<file path="src/rtl/load_store_unit_if.sv">
// load_store_unit_if: core request/response and data-memory bus of the load/store unit
//   slave  : load/store unit side (takes requests, drives the memory strobes)
//   master : environment side (core pipeline plus data memory)
interface load_store_unit_if #(parameter int width_p = 32);
    logic               req_valid_i;
    logic               req_ready_o;
    logic               req_store_i;
    logic [2:0]         req_funct3_i;
    logic [width_p-1:0] req_addr_i;
    logic [width_p-1:0] req_wdata_i;
    logic               resp_valid_o;
    logic [width_p-1:0] resp_rdata_o;
    logic               resp_fault_o;
    logic [width_p-1:0] mem_addr_o;
    logic               mem_read_enable_o;
    logic               mem_write_enable_o;
    logic [width_p-1:0] mem_write_data_o;
    logic [3:0]         mem_write_mask_o;
    logic [width_p-1:0] mem_read_data_i;
    logic               mem_busy_i;
    modport slave (
        input  req_valid_i, req_store_i, req_funct3_i, req_addr_i, req_wdata_i,
        input  mem_read_data_i, mem_busy_i,
        output req_ready_o, resp_valid_o, resp_rdata_o, resp_fault_o,
        output mem_addr_o, mem_read_enable_o, mem_write_enable_o, mem_write_data_o, mem_write_mask_o
    );
    modport master (
        output req_valid_i, req_store_i, req_funct3_i, req_addr_i, req_wdata_i,
        output mem_read_data_i, mem_busy_i,
        input  req_ready_o, resp_valid_o, resp_rdata_o, resp_fault_o,
        input  mem_addr_o, mem_read_enable_o, mem_write_enable_o, mem_write_data_o, mem_write_mask_o
    );
endinterface

</file>
<file path="src/rtl/load_store_unit.sv">
// load_store_unit: one-at-a-time RV32I load/store initiator for the data memory port
//   clk_i   : clock, rising edge
//   reset_i : synchronous active-high reset
//   bus     : request/response handshake and data-memory read/write/busy bus (slave side)
module load_store_unit #(parameter int width_p = 32) (
    input logic             clk_i,
    input logic             reset_i,
    load_store_unit_if.slave bus
);
    typedef enum logic [2:0] {IDLE, ISSUE, LOAD_DATA, STORE_WAIT, RESP} state_e;
    state_e state_q, state_d;
    logic               store_q, store_d, fault_q, fault_d;
    logic [2:0]         funct3_q, funct3_d;
    logic [1:0]         lane_q, lane_d;
    logic [3:0]         mask_q, mask_d;
    logic [width_p-1:0] addr_q, addr_d, wdata_q, wdata_d, rdata_q, rdata_d;
    logic               accept, req_fault;
    logic [2:0]         f3;
    logic [1:0]         a;
    logic [width_p-1:0] shifted, ld_ext;
    logic [7:0]         ld_byte;
    logic [15:0]        ld_half;
    assign f3 = bus.req_funct3_i;
    assign a = bus.req_addr_i[1:0];
    assign accept = state_q == IDLE && bus.req_valid_i;
    assign req_fault = f3 == 3'd3 || f3[2:1] == 2'b11 || (bus.req_store_i && f3[2]) ||
                       (f3[1:0] == 2'b01 && a[0]) || (f3 == 3'd2 && a != 2'b00);
    assign shifted = bus.mem_read_data_i >> {lane_q, 3'b000};
    assign ld_byte = shifted[7:0];
    assign ld_half = lane_q[1] ? bus.mem_read_data_i[31:16] : bus.mem_read_data_i[15:0];
    assign ld_ext = funct3_q[1:0] == 2'b00 ? {{24{~funct3_q[2] & ld_byte[7]}}, ld_byte} :
                    funct3_q[1:0] == 2'b01 ? {{16{~funct3_q[2] & ld_half[15]}}, ld_half} :
                    bus.mem_read_data_i;
    always_ff @(posedge clk_i) begin
        if (reset_i) begin
            state_q  <= IDLE;
            store_q  <= 1'b0;
            funct3_q <= 3'd0;
            lane_q   <= 2'd0;
            mask_q   <= 4'd0;
            addr_q   <= '0;
            wdata_q  <= '0;
            rdata_q  <= '0;
            fault_q  <= 1'b0;
        end else begin
            state_q  <= state_d;
            store_q  <= store_d;
            funct3_q <= funct3_d;
            lane_q   <= lane_d;
            mask_q   <= mask_d;
            addr_q   <= addr_d;
            wdata_q  <= wdata_d;
            rdata_q  <= rdata_d;
            fault_q  <= fault_d;
        end
    end
    always_comb begin
        state_d = state_q;
        case (state_q)
            IDLE:       state_d = accept ? (req_fault ? RESP : ISSUE) : IDLE;
            ISSUE:      state_d = !store_q ? LOAD_DATA : bus.mem_busy_i ? STORE_WAIT : RESP;
            LOAD_DATA:  state_d = RESP;
            STORE_WAIT: state_d = bus.mem_busy_i ? STORE_WAIT : RESP;
            default:    state_d = IDLE;
        endcase
    end
    // Request fields are captured on accept only, so the memory sees a stable
    // address/mask/data through any read-modify-write busy period.
    always_comb begin
        store_d  = store_q;
        funct3_d = funct3_q;
        lane_d   = lane_q;
        mask_d   = mask_q;
        addr_d   = addr_q;
        wdata_d  = wdata_q;
        rdata_d  = rdata_q;
        fault_d  = fault_q;
        if (accept) begin
            store_d  = bus.req_store_i;
            funct3_d = f3;
            lane_d   = a;
            addr_d   = {bus.req_addr_i[width_p-1:2], 2'b00};
            mask_d   = f3[1:0] == 2'b00 ? 4'b0001 << a : f3[1:0] == 2'b01 ? (a[1] ? 4'b1100 : 4'b0011) : 4'b1111;
            wdata_d  = f3[1:0] == 2'b00 ? {4{bus.req_wdata_i[7:0]}} :
                       f3[1:0] == 2'b01 ? {2{bus.req_wdata_i[15:0]}} : bus.req_wdata_i;
        end
        // Response fields move only on entry to RESP so they hold between responses.
        if (state_d == RESP && state_q != RESP) begin
            rdata_d = state_q == LOAD_DATA ? ld_ext : '0;
            fault_d = state_q == IDLE;
        end
    end
    always_comb begin
        bus.req_ready_o        = state_q == IDLE;
        bus.mem_read_enable_o  = state_q == ISSUE && !store_q;
        bus.mem_write_enable_o = state_q == ISSUE && store_q;
        bus.resp_valid_o       = state_q == RESP;
    end
    assign bus.mem_addr_o       = addr_q;
    assign bus.mem_write_data_o = wdata_q;
    assign bus.mem_write_mask_o = mask_q;
    assign bus.resp_rdata_o     = rdata_q;
    assign bus.resp_fault_o     = fault_q;
endmodule
</file>
<file path="src/flat_wrapper.sv">
// flat-port wrapper written by rule: the top's interface ports become plain ports
module load_store_unit_flat 
#(parameter int width_p = 32)
  (clk_i, reset_i, bus_req_valid_i, bus_req_store_i, bus_req_funct3_i, bus_req_addr_i, bus_req_wdata_i, bus_mem_read_data_i, bus_mem_busy_i, bus_req_ready_o, bus_resp_valid_o, bus_resp_rdata_o, bus_resp_fault_o, bus_mem_addr_o, bus_mem_read_enable_o, bus_mem_write_enable_o, bus_mem_write_data_o, bus_mem_write_mask_o);
  load_store_unit_if #(.width_p(width_p)) bus_i ();
  input logic clk_i;
  input logic reset_i;
  input wire logic [$bits(bus_i.req_valid_i)-1:0] bus_req_valid_i;
  input wire logic [$bits(bus_i.req_store_i)-1:0] bus_req_store_i;
  input wire logic [$bits(bus_i.req_funct3_i)-1:0] bus_req_funct3_i;
  input wire logic [$bits(bus_i.req_addr_i)-1:0] bus_req_addr_i;
  input wire logic [$bits(bus_i.req_wdata_i)-1:0] bus_req_wdata_i;
  input wire logic [$bits(bus_i.mem_read_data_i)-1:0] bus_mem_read_data_i;
  input wire logic [$bits(bus_i.mem_busy_i)-1:0] bus_mem_busy_i;
  output wire logic [$bits(bus_i.req_ready_o)-1:0] bus_req_ready_o;
  output wire logic [$bits(bus_i.resp_valid_o)-1:0] bus_resp_valid_o;
  output wire logic [$bits(bus_i.resp_rdata_o)-1:0] bus_resp_rdata_o;
  output wire logic [$bits(bus_i.resp_fault_o)-1:0] bus_resp_fault_o;
  output wire logic [$bits(bus_i.mem_addr_o)-1:0] bus_mem_addr_o;
  output wire logic [$bits(bus_i.mem_read_enable_o)-1:0] bus_mem_read_enable_o;
  output wire logic [$bits(bus_i.mem_write_enable_o)-1:0] bus_mem_write_enable_o;
  output wire logic [$bits(bus_i.mem_write_data_o)-1:0] bus_mem_write_data_o;
  output wire logic [$bits(bus_i.mem_write_mask_o)-1:0] bus_mem_write_mask_o;
  assign bus_i.req_valid_i = bus_req_valid_i;
  assign bus_i.req_store_i = bus_req_store_i;
  assign bus_i.req_funct3_i = bus_req_funct3_i;
  assign bus_i.req_addr_i = bus_req_addr_i;
  assign bus_i.req_wdata_i = bus_req_wdata_i;
  assign bus_i.mem_read_data_i = bus_mem_read_data_i;
  assign bus_i.mem_busy_i = bus_mem_busy_i;
  assign bus_req_ready_o = bus_i.req_ready_o;
  assign bus_resp_valid_o = bus_i.resp_valid_o;
  assign bus_resp_rdata_o = bus_i.resp_rdata_o;
  assign bus_resp_fault_o = bus_i.resp_fault_o;
  assign bus_mem_addr_o = bus_i.mem_addr_o;
  assign bus_mem_read_enable_o = bus_i.mem_read_enable_o;
  assign bus_mem_write_enable_o = bus_i.mem_write_enable_o;
  assign bus_mem_write_data_o = bus_i.mem_write_data_o;
  assign bus_mem_write_mask_o = bus_i.mem_write_mask_o;
  load_store_unit #(.width_p(width_p)) u_core (.clk_i(clk_i), .reset_i(reset_i), .bus(bus_i));
endmodule
</file>
<file path="config.mk">
export PLATFORM = sky130hd
export DESIGN_NAME = load_store_unit_flat
export DESIGN_NICKNAME = d
export VERILOG_FILES = /design/src/rtl/load_store_unit_if.sv /design/src/rtl/load_store_unit.sv /design/src/flat_wrapper.sv
export SDC_FILE = /design/constraint.sdc
export NUM_CORES = 1
export LEC_CHECK = 0
export ABC_AREA = 1
export BUFFER_PORTS_ARGS = -buffer_cell sky130_fd_sc_hd__buf_4
export CAP_MARGIN = 5
export CORE_UTILIZATION = 30
export DETAILED_ROUTE_END_ITERATION = 8
export GPL_TIMING_DRIVEN = 0
export SKIP_LAST_GASP = 1
export SLEW_MARGIN = 20
export SYNTH_ARGS = -nofsm -noshare
export SYNTH_HDL_FRONTEND = slang
export SYNTH_SLANG_ARGS = --single-unit
export TNS_END_PERCENT = 1
</file>
<file path="constraint.sdc">
create_clock -name clk_i -period 3.05 [get_ports clk_i]
set_input_delay 0.61 -clock clk_i [delete_from_list [all_inputs] [get_ports clk_i]]
set_output_delay 0.61 -clock clk_i [all_outputs]
set_load 0.02 [all_outputs]
</file>
==> summary.txt <==
Worst path top cell family by delay: flip-flops
Area Growth Syn to Fin: 41.7%
CORE AREA: 0.0166 sq mm
total track usage: 21.6%
first-pass GRT wire length: 29.4 mm
drt drc: 0
H-tree lvl count: 3
type of origin of the critical path: flip-flop
CTS Hold Bufs: 0
port buffer count: 204
# diodes: 0
leak pwr: 3.40 nW
met2 WL: 8.78 mm
max cap viols: 0
fin worst setup slack: 1160 ps
initial antenna violation count: 0
most frequent cells in the layout: buf_4, nand2_1, nor2_1
clock transition at the registers of the reported paths: 90 ps
clk buf depth: 2
RSZ-0062 raised after global routing: false
critical path's slowest cell: dfxtp_1
sequential fraction of the synthesis area: 42.3%
Fin. Hold Viols: 0
critical path depth in cells: 4
CTS Buf Count: 9
initial core utilization: 30.7%
setup violators final: 0
nets: 1075
TritonCTS sink count: 108
Die H: 133 microns
Least-Margin Pin Slew: 567 ps
io pins: 209
#FFs+latches synth: 108
Max transition margin: 62.1%
commonest non-fill, non-tap cell in the layout: buf_4
dpl ws: 1030 ps
Yosys cell types: 26
Yosys top cell by area: dfxtp_1
routability cong.: 0.877
pwr/cell area: 532 mW/mm^2
Crit Path Max Fanout: 3
slowest cell delay on critical path: 340 ps
vias: 5792
vias in the first global route: 5517
top post-synthesis cells by area: dfxtp_1, nand2_1, nor2_1, nand3_1, o21ai_0
met1 WL: 8.17 mm
post-cts sizing count: 0
Via-to-Cell Ratio: 4.84
Non-Filler Instances: 1196
drt total wl: 18.8 mm
Die Wd: 133 microns
row cnt: 47
pin count of the biggest net entering global routing: 22
CTS tree: yes
crit path kind: flip-flop to primary output
fin crit share: 61.8%
hold depth: 3
Final ANT Viol Nets: 0
Max VDD drop: 0.283 mV
Critical Path AT: 1280 ps
worst-path cell chain: nor2_1 > inv_1 > nor3_1 > buf_4
Final Slew Violations: 0
Met3 Wirelength: 1.60 mm
netlist area before placement: 0.00511 sq mm
Yosys top cell area share: 42.3%
layout cell share with drive strength beyond 1: 27.9%
Fin Setup TNS: 0 ps
cell count after synthesis: 755
Clock Latency Late Sink: 370 ps
min Tclk post-route: 1890 ps
DR pass1 iterations: 5
mean area per synthesized cell: 6.77 sq um
postcts setup bufs: 0
worst path buffer plus inverter count: 2
DP HPWL: 14.4 mm
DR top layer: met4
Die ar.: 0.0176 sq mm
Crit. End Element: primary output
clock root buffer: clkbuf_16
drt first-iter violations: 340
Yosys warnings: 0
status: finished clean
required time of the critical path: 2440 ps
Inst Count DP: 1180
Final Skew: 14.3 ps
HP Class: input port to flip-flop
fmax: 530 MHz
post-DR wirelength/cell: 15.7 microns
global route total overflow: 0
R2R depth: 6
==> synthesized netlist by cell type (all sizes together) <==
cell,instances
nand2,156
nor2,139
dfxtp,108
nand3,89
o21ai,88
a21oi,47
inv,38
buf,28
clkbuf,25
a31oi,19
nand3b,9
o211ai,4
nor3,2
and3,1
conb,1
o21a,1
==> worst reg2reg max path: stages, from the launching register on <==
cell	delay, ps
dfxtp_1	360
inv_2	90
nand3_1	150
inv_1	160
clkbuf_1	410
nand3_1	200
a21oi_1	150
==> registers in the layout, indices dropped and copies added (netlist names) <==
register and count:
u_core.bus.mem_addr_o 30, u_core.bus.mem_write_data_o 32, u_core.bus.mem_write_mask_o 4, u_core.bus.resp_fault_o 1, u_core.bus.resp_rdata_o 32, u_core.funct3_q 3, u_core.lane_q 2, u_core.state_q 3
u_core.store_q 1
==> path summary, 6_finish.rpt <==
kind | start | end | slack, ps
worst max-delay path | u_core.store_q | bus_mem_read_enable_o | 1160
worst min-delay path | bus_req_addr_i[17] | u_core.bus.mem_addr_o[17] | 460
worst max register to register | u_core.state_q[2] | u_core.bus.resp_rdata_o[8] | 1470
worst min register to register | u_core.bus.resp_rdata_o[6] | u_core.bus.resp_rdata_o[6] | 460
==> metrics by stage <==
step                power [mW]  utilization (%)  hold WS (ps)  area [sq um]
floorplan                 2.15                -           455          5120
global placement          2.58             41.6           452          6930
detailed placement        2.59             41.6           454          6930
CTS                       3.89             43.5           444          7250
global route              4.04             43.5           453          7250
finish                    3.86             43.5           456          7250
==> layer usage <==
layer / track usage [%] / vias up
li1: - / 2919
met1: 26.5 / 2650
met2: 36.0 / 211
met3: 6.59 / 12
met4: 7.02 / 0
met5: 0 / -
==> final cells by class <==
class	count	area, sq um
timing repair buffer	204	1530
clock buffer	9	225
tap	220	275
buffer	53	270
multi-input combinational	557	2540
sequential	108	2160
inverter	38	143
fill	1797	9400
clock inverter	7	95.1
==> power breakdown <==
group / internal (mW) / total [mW] / leakage (nW) / switching, mW
clock: 0.671 / 1.30 / 0.158 / 0.633
sequential: 1.52 / 1.59 / 0.889 / 0.0650
combinational: 0.386 / 0.965 / 2.35 / 0.578
total: 2.58 / 3.86 / 3.40 / 1.28
==> cell families (layout without fill, tap and decap cells) <==
family                 after synthesis  in the layout  synth area share, %
AOI/OAI and AO/OA                  159            159                 16.3
buffers and inverters               91            311                 8.07
DFF                                108            108                 42.3
other                                1              2               0.0733
and+or+nand+nor                    396            396                 33.3
No activity file was read; power rests on OpenSTA's default activity.
